### config.mk
export PLATFORM = sky130hd
export DESIGN_NAME = vend_dispenser
export DESIGN_NICKNAME = d
export VERILOG_FILES = /design/src/rtl/vend_pkg.sv /design/src/rtl/vend_stock.sv /design/src/rtl/vend_dispenser.sv
export SDC_FILE = /design/constraint.sdc
export NUM_CORES = 1
export LEC_CHECK = 0
export CORE_ASPECT_RATIO = 1.25
export CORE_MARGIN = 5
export CORE_UTILIZATION = 40
export CTS_BUF_LIST = sky130_fd_sc_hd__clkbuf_4 sky130_fd_sc_hd__clkbuf_8 sky130_fd_sc_hd__clkbuf_16
export CTS_CLUSTER_DIAMETER = 120
export DETAILED_ROUTE_END_ITERATION = 12
export PLACE_DENSITY = 0.71
export REMOVE_ABC_BUFFERS = 1
export SETUP_SLACK_MARGIN = 0.02
export SLEW_MARGIN = 10
export SYNTH_ARGS = -nofsm -noshare
export SYNTH_HDL_FRONTEND = slang
export SYNTH_HIERARCHICAL = 1
export SYNTH_SLANG_ARGS = --single-unit
### constraint.sdc
create_clock -name clk -period 5.55 [get_ports clk]
set_input_delay 1.11 -clock clk [delete_from_list [all_inputs] [get_ports clk]]
set_output_delay 1.11 -clock clk [all_outputs]
set_load 0.1 [all_outputs]
### src/rtl/vend_pkg.sv
// Shared types and constants for the vending dispense unit: FSM states,
// one-hot coin encodings with their values, and the restock reload table.
package vend_pkg;

  typedef enum logic [2:0] {
    ST_IDLE   = 3'd0,
    ST_EVAL   = 3'd1,
    ST_VEND   = 3'd2,
    ST_CHANGE = 3'd3,
    ST_DONE   = 3'd4
  } state_e;

  localparam logic [2:0] COIN_5  = 3'b001;
  localparam logic [2:0] COIN_10 = 3'b010;
  localparam logic [2:0] COIN_20 = 3'b100;

  localparam int unsigned COIN_VAL_5  = 5;
  localparam int unsigned COIN_VAL_10 = 10;
  localparam int unsigned COIN_VAL_20 = 20;

  // Reload values for items 0..3.
  localparam int unsigned STOCK_INIT [4] = '{7, 5, 3, 0};

  // Greedy coin choice for a remaining amount; 0 when nothing can be paid.
  function automatic logic [2:0] coin_pick(input int unsigned amt);
    if (amt >= COIN_VAL_20)      return COIN_20;
    else if (amt >= COIN_VAL_10) return COIN_10;
    else if (amt >= COIN_VAL_5)  return COIN_5;
    else                         return 3'b000;
  endfunction

  function automatic int unsigned coin_value(input logic [2:0] coin);
    case (coin)
      COIN_20: return COIN_VAL_20;
      COIN_10: return COIN_VAL_10;
      COIN_5:  return COIN_VAL_5;
      default: return 0;
    endcase
  endfunction

endpackage

### src/rtl/vend_stock.sv
// Four saturating per-item stock counters with reload and single-item
// decrement. Compiled only when VEND_STOCK_EN is defined.
`ifdef VEND_STOCK_EN
module vend_stock
  import vend_pkg::*;
#(
  parameter int STOCK_W = 3
) (
  input  logic       clk,
  input  logic       reset,
  input  logic       reload,
  input  logic       dec,
  input  logic [1:0] dec_idx,
  output logic [3:0] out_of_stock
);

  logic [STOCK_W-1:0] stock [4];

  // NOTE: this array is reset explicitly because its contents are
  // architectural state (the reload values), not scratch storage.
  always_ff @(posedge clk or posedge reset) begin
    if (reset) begin
      for (int i = 0; i < 4; i++) stock[i] <= STOCK_W'(STOCK_INIT[i]);
    end else if (reload) begin
      for (int i = 0; i < 4; i++) stock[i] <= STOCK_W'(STOCK_INIT[i]);
    end else if (dec && (stock[dec_idx] != '0)) begin
      stock[dec_idx] <= stock[dec_idx] - STOCK_W'(1);
    end
  end

  // NOTE: default first so every path assigns and no latch is inferred.
  always_comb begin
    out_of_stock = '0;
    for (int i = 0; i < 4; i++) out_of_stock[i] = (stock[i] == '0);
  end

endmodule
`endif

### src/rtl/vend_dispenser.sv
// Dispense unit: decides vend vs refund, hands out one item and greedy
// 20/10/5 change. Stock tracking is present only with VEND_STOCK_EN.
module vend_dispenser
  import vend_pkg::*;
#(
  parameter int MONEY_W = 8,
  parameter int STOCK_W = 3
) (
  input  logic               clk,
  input  logic               reset,
  input  logic               end_trans,
  input  logic [MONEY_W-1:0] sum_money,
  input  logic [MONEY_W-1:0] price,
  input  logic [1:0]         item_select,
  input  logic               restock,
  output logic               item_valid,
  output logic [1:0]         item_out,
  input  logic               item_ack,
  output logic               coin_valid,
  output logic [2:0]         coin_out,
  input  logic               coin_ack,
  output logic               busy,
  output logic               tx_done,
  output logic               refunded,
  output logic [2:0]         residue,
  output logic [3:0]         out_of_stock
);

  state_e             state;
  logic [MONEY_W-1:0] sum_q;
  logic [MONEY_W-1:0] price_q;
  logic [MONEY_W-1:0] remainder;
  logic [1:0]         item_q;
  logic               item_empty;
  logic               change_left;
  logic [2:0]         coin_sel;

  assign change_left = (remainder >= MONEY_W'(COIN_VAL_5));
  assign coin_sel    = coin_pick(32'(remainder));

  assign busy       = (state != ST_IDLE);
  assign tx_done    = (state == ST_DONE);
  assign item_valid = (state == ST_VEND);
  assign item_out   = item_valid ? item_q : 2'd0;
  assign coin_valid = (state == ST_CHANGE) && change_left;
  assign coin_out   = coin_valid ? coin_sel : 3'b000;

`ifdef VEND_STOCK_EN
  vend_stock #(.STOCK_W(STOCK_W)) u_stock (
    .clk          (clk),
    .reset        (reset),
    .reload       ((state == ST_IDLE) && restock && !end_trans),
    .dec          ((state == ST_VEND) && item_ack),
    .dec_idx      (item_q),
    .out_of_stock (out_of_stock)
  );
  assign item_empty = out_of_stock[item_q];
`else
  logic unused_restock;
  assign unused_restock = restock;
  assign out_of_stock   = 4'b0000;
  assign item_empty     = 1'b0;
`endif

  // NOTE: sequential state uses non-blocking assignments so every register
  // samples the pre-edge values, independent of statement order.
  always_ff @(posedge clk or posedge reset) begin
    if (reset) begin
      state     <= ST_IDLE;
      sum_q     <= '0;
      price_q   <= '0;
      remainder <= '0;
      item_q    <= 2'd0;
      refunded  <= 1'b0;
      residue   <= 3'd0;
    end else begin
      case (state)
        ST_IDLE: begin
          if (end_trans) begin
            sum_q   <= sum_money;
            price_q <= price;
            item_q  <= item_select;
            state   <= ST_EVAL;
          end
        end
        ST_EVAL: begin
          // Subtract only after the compare has passed, so no underflow.
          if ((sum_q >= price_q) && !item_empty) begin
            remainder <= sum_q - price_q;
            state     <= ST_VEND;
          end else begin
            remainder <= sum_q;
            refunded  <= 1'b1;
            state     <= ST_CHANGE;
          end
        end
        ST_VEND: begin
          if (item_ack) state <= ST_CHANGE;
        end
        ST_CHANGE: begin
          if (!change_left) begin
            residue <= remainder[2:0];
            state   <= ST_DONE;
          end else if (coin_ack) begin
            remainder <= remainder - MONEY_W'(coin_value(coin_sel));
          end
        end
        ST_DONE: begin
          refunded <= 1'b0;
          state    <= ST_IDLE;
        end
        default: state <= ST_IDLE;
      endcase
    end
  end

endmodule

==> summary.md, run 1 <==
| Metric | Value |
|---|---|
| Most common cell after layout, fill and taps aside | `clkdlybuf4s50_1` |
| Critical path arrival | `2.96 ns` |
| Clock Path Buffers | `2` |
| Critical Path Start | `remainder[4]` |
| Layout cells sized above 1 | `12.7%` |
| Worst min path class | `reg -> reg` |
| Core Rows | `30` |
| Hold depth | `1` |
| Diode count | `0` |
| Commonest cells after routing, fill and taps aside | `clkdlybuf4s50_1 (35), dfrtp_1 (33), nand2_1 (23)` |
| RR Startpoint | `remainder[4]` |
| Core ar. | `0.00541 mm²` |
| Avg Inst Size Synth | `9.60 µm²` |
| Synth Area in Simple Gates | `17.1%` |
| Main synth FF type | `dfrtp_1` |
| Worst skew pair latency | `0.28 ns` |
| Initial DRC Count | `88` |
| Fin crit period | `4.07 ns` |
| CP required | `4.44 ns` |
| Die width | `roughly 77 µm` |
| Ports | `41` |
| Status | `complete, no violations` |
| Hpwl dp | `3350 µm` |
| Grt ovf | `0` |
| Nets@finish | `305` |
| Yosys cell types | `55` |
| Cts bufs inserted | `5` |
| Cell count after synthesis | `232` |
| Chip height | `93.4 µm` |
| Xor/xnor cell area share of the yosys netlist | `3.15%` |
| Yosys Warn Count | `6` |
| Synth-to-layout area growth | `20.1%` |
| Post-DR wirelength/cell | `13.3 µm` |
| GRT Overall Usage | `12.9%` |
| Post-synth ARST share | `between 90% and 100%` |
| Least-Margin Pin Slew | `0.971 ns` |
| Critical Path Start Type | `flip-flop` |
| Critical path type | `reg -> out` |
| Final instance area | `0.00267 mm²` |
| Adder-Cell Fraction of Synth Area | `9.10%` |
| Setup total negative slack | `0 ns` |
| HP Start | `residue[0]` |
| Hold WS | `~0.49 ns` |
| Vias in the first global route | `1,756` |
| Pin count of the biggest net entering global routing | `34` |
| Sequential area share after synthesis | `37.1%` |
| First-pass GRT wire length | `7600 µm` |
| Maxcap violations | `0` |
| Placed cell area | `0.00259 mm²` |
| Remaining DRCs | `0` |
| Final hold viol count | `0` |
| CTS tree | `done` |
| Max-slew violations | `0` |
| Rel. slew slack | `a little over a third` |
| Via density | `5.23` |
| Max FO, Critical Path | `6` |
| Post-route ant nets | `0` |
| Vias post-DR | `1,731` |
| Initial Utilization | `between 40% and 50%` |
| CTS Hold Bufs | `0` |
| Detailed-route wire length | `around 4400 µm` |
| Root Buffer | `clkbuf_8` |
| Antenna violations before repair | `0` |
| Main combinational cell family by area after synthesis | `compound AO/OA/AOI/OAI gates` |
| Clock Skews | `0.00673 ns` |
| # port buffers | `35` |
| R2r worst-path depth | `11` |
| Die area | `0.00717 mm²` |
| Synth Area in Compound Gates | `between 10% and 20%` |
| Setup bufs post-CTS | `0` |
| Final setup viols | `0` |
| Netlist Area Pre-Place | `0.00223 mm²` |
| Clk slew on worst S/H paths | `~0.07 ns` |
| Post-synth EDFFs | `0` |
| Period Utilization, post-route | `73.3%` |
| CP endpoint kind | `output port` |
| # clock sinks | `33` |
| Drt pass-1 iters | `4` |
| Mux cell area share after synthesis | `8.43%` |
| # resized after CTS | `0` |
| Fmax | `approximately 0.25 GHz` |
| RSZ-0062 raised after global routing | `false` |
| Routability Congestion | `approximately 0.91` |
| Seq cells post-synth | `33` |
| H-tree depth | `2` |
[through the flow]
stage / std cells / utilization [%] / setup slack [ns]
finish: 331 / 49.5 / 1.48
global route: 331 / 49.5 / 1.40
CTS: 331 / 49.5 / 1.46
detailed placement: 323 / 47.9 / 1.78
global placement: 323 / 47.9 / 1.80
floorplan: 223 / - / 1.51
[final timing paths]
| kind | end | slack, ns |
|---|---|---|
| worst max-delay path | coin_out[0] | 1.48 |
| worst min-delay path | residue[0] | 0.49 |
| worst max register to register | remainder[6] | 2.24 |
| worst min register to register | residue[0] | 0.49 |
| max in group asynchronous | price_q[4] | 4.04 |
| min in group asynchronous | remainder[4] | 1.21 |
[synthesized netlist by cell type (all sizes together), types with 2 or more instances]
cell	number	area (µm²)
and2	6	37.5
inv	15	56.3
a21o	5	45.0
nand2b	3	18.8
buf	11	85.1
a21oi	11	70.1
o211ai	2	15.0
a31oi	2	12.5
fa	2	40.0
o21a	4	30.0
xnor2	5	43.8
dfrtp	33	826
xor2	3	26.3
or3	3	20.0
nand2	24	97.6
o21ai	23	115
or4	2	18.8
o31ai	2	28.8
nor2b	6	40.0
mux2	14	158
nor3	9	50.1
mux2i	3	30.0
nor2	12	52.6
nand3	2	10.0
ha	13	163
[sequential cells by signal (all words and copies together) (netlist names)]
signal     flops
item_q         2
price_q        8
refunded       1
remainder      8
residue        3
state          3
sum_q          8
[kinds of logic after synthesis]
logic type      Yosys count
compound gates           59
xor+xnor                  8
fa+ha+maj                15
buf+inv                  27
flops                    33
mux                      17
other cells               1
simple gates             72
[critical path, cell delays in order, from the launching register on]
cell and delay [ns]:
dfrtp_1 0.43, or4_4 0.59, nor3b_1 0.34, and2_1 0.19
clkdlybuf4s50_1 1.13
[area by class of cell]
class / instances / area (µm²)
Clock buffer: 6 / 76.3
Inverter: 15 / 56.3
Timing Repair Buffer: 36 / 358
Sequential cell: 33 / 826
Fill cell: 525 / 2730
Tap cell: 64 / 80.1
Clock inverter: 2 / 10.0
Multi-Input combinational cell: 175 / 1270
[per-layer routing]
metal | GRT usage (%) | wire length (µm) | vias to the layer above
met5 | 0 | 0 | -
met4 | 5.39 | 62 | 0
li1 | - | - | 882
met3 | 3.18 | 203 | 5
met2 | 23.5 | 2250 | 29
met1 | 14.2 | 1870 | 815
Power of run 1 is left out: the tool's default activity adds up to more than one toggle a clock period on the data nets, which glitch-free logic cannot reach.
==> inputs of run 2 (changes only) <==
--- a/config.mk
+++ b/config.mk
@@ -11,7 +11,7 @@
 export CTS_BUF_LIST = sky130_fd_sc_hd__clkbuf_4 sky130_fd_sc_hd__clkbuf_8 sky130_fd_sc_hd__clkbuf_16
 export CTS_CLUSTER_DIAMETER = 120
 export DETAILED_ROUTE_END_ITERATION = 12
-export PLACE_DENSITY = 0.71
+export PLACE_DENSITY = 0.73
 export REMOVE_ABC_BUFFERS = 1
 export SETUP_SLACK_MARGIN = 0.02
 export SLEW_MARGIN = 10
==> constraint.sdc (replaced) <==
create_clock -name clk -period 3.7 [get_ports clk]
set_input_delay 0.74 -clock clk [delete_from_list [all_inputs] [get_ports clk]]
set_output_delay 0.74 -clock clk [all_outputs]
set_load 0.1 [all_outputs]
==> run 2 against run 1 <==
- register-to-register slack got worse by 1.9 ns
- clock skew fell by 0.0030 ns
- non-clock buffer count did not move
- hold slack improved by 0.0016 ns
- routed wire length fell by 2.0%
- first-iteration DRC count fell by 52%
- critical path depth rose by 7
- utilization fell by 0.093 points
- sequential share of layout area rose by 0.058 points
- via count fell by 0.64%
==> summary.md, run 2 (synthesis gave the netlist of run 1 again) <==
| Metric | Value |
|---|---|
| Antenna violations before repair | `0` |
| CP endpoint kind | `flip-flop` |
| H-tree depth | `2` |
| Maxcap violations | `0` |
| Critical path arrival | `between 3 and 4 ns` |
| RSZ-0062 raised after global routing | `false` |
| Initial Utilization | `around two fifths` |
| Drt pass-1 iters | `4` |
| Placed cell area | `0.00257 mm²` |
| Clock Path Buffers | `2` |
| Critical Path Start Type | `flip-flop` |
| Clock Skews | `0.00370 ns` |
| Period Utilization, post-route | `89.6%` |
| Root Buffer | `clkbuf_8` |
| Sequential cell area | `826 µm²` |
| CP required | `3.88 ns` |
| Hpwl dp | `3290 µm` |
| Final setup viols | `0` |
| R2r worst-path depth | `11` |
| # clock sinks | `33` |
| Critical Path Start | `remainder[4]` |
| Chip height | `93.4 µm` |
| Synth-to-layout area growth | `19.8%` |
| Via density | `around 5.2` |
| Fmax | `0.302 GHz` |
| Initial DRC Count | `42` |
| Vias in the first global route | `1,732` |
| Core ar. | `0.00541 mm²` |
| Nets@finish | `305` |
| Vias post-DR | `1,720` |
| Setup total negative slack | `0 ns` |
| Diode count | `0` |
| Final worst setup slack | `about 0.38 ns` |
| Slack of the worst reg-to-reg path | `0.38 ns` |
| CTS Hold Bufs | `0` |
| Multi-input gate area | `0.00127 mm²` |
| RR Startpoint | `remainder[4]` |
| Worst skew pair latency | `0.29 ns` |
| Worst min path class | `reg -> reg` |
| Layout cells sized above 1 | `about 16%` |
| Largest registers | `price_q (8), remainder (8), sum_q (8)` |
| Fill cells | `~520` |
| Critical path type | `reg -> reg` |
| Detailed-route wire length | `between 4000 and 5000 µm` |
| Most common cell after layout, fill and taps aside | `dfrtp_1` |
| Final hold viol count | `0` |
| Crit-path cells | `or4_4, nor3b_1, ha_1, inv_1, fa_1, a21o_1, a21oi_1, nor2b_1, or4_1, nor2_1, a211oi_2` |
| Max-slew violations | `0` |
| Slowest-stage cell, CP | `or4_4` |
| Pin count of the biggest net entering global routing | `34` |
| Fin util | `49.4%` |
| GRT Overall Usage | `12.7%` |
| Crit-path leading delay family | `simple AND/OR/NAND/NOR gates` |
| Die width | `76.7 µm` |
| Die area | `0.00717 mm²` |
| Cts bufs inserted | `5` |
| Least-Margin Pin Slew | `0.969 ns` |
| First-pass GRT wire length | `7480 µm` |
| Grt ovf | `0` |
| Final instance area | `0.00267 mm²` |
| Core Rows | `30` |
| Status | `complete, no violations` |
| Routability Congestion | `around 0.89` |
| Slowest stage delay, CP | `0.59 ns` |
| Commonest cells after routing, fill and taps aside | `dfrtp_1 (33), clkdlybuf4s50_1 (27), nand2_1 (23)` |
| CTS tree | `done` |
| Rel. slew slack | `35.2%` |
| Max FO, Critical Path | `6` |
| Bufs and invs on worst path | `1` |
| Crit Reg-Reg Endpoint | `remainder[6]` |
| Setup bufs post-CTS | `0` |
| Remaining DRCs | `0` |
| Worst path depth | `11` |
| # port buffers | `35` |
| Clk slew on worst S/H paths | `0.07 ns` |
| # resized after CTS | `0` |
| Fin crit period | `about 3.3 ns` |
| Pre-CTS setup slack | `0.395 ns` |
| Ports | `41` |
| Post-DR wirelength/cell | `around 13 µm` |
| Post-route ant nets | `0` |
| Crit path capture | `remainder[6]` |
run 2: per-layer routing:
metal  global-route usage [%]  vias up  wire length [µm]
li1                         -      874                 -
met1                     13.7      800              1860
met2                     22.6       37              2110
met3                     3.56        9               243
met4                     6.27        0                91
met5                        0        -                 0
run 2: how the worst min path moves through the flow:
stage / to / slack, ns / from / cells after the start
2_1_floorplan: state[0] / 0.47 / state[2] / 1
3_3_place_gp: residue[1] / 0.47 / residue[1] / 1
3_5_place_dp: residue[0] / 0.49 / residue[0] / 1
4_1_cts: residue[0] / 0.50 / residue[0] / 1
5_1_grt: residue[2] / 0.52 / residue[2] / 1
6_report: residue[1] / 0.49 / residue[1] / 1
run 2: per-stage QoR:
step,hold WS (ns),cells
after floorplan,0.470,223
after global placement,0.469,323
after detailed placement,0.485,323
after CTS,0.500,331
after global routing,0.524,331
final,0.488,331
run 2: layout make-up:
| class | count | share of cell area (%) |
|---|---|---|
| clock inverters | 1 | 0.188 |
| flip-flops and latches | 33 | 30.9 |
| well taps | 64 | 3.00 |
| clock buffers | 7 | 3.61 |
| inverters | 15 | 2.11 |
| repair buffers | 36 | 12.7 |
| multi-input cells | 175 | 47.5 |
Power of run 2 is left out for the same reason.
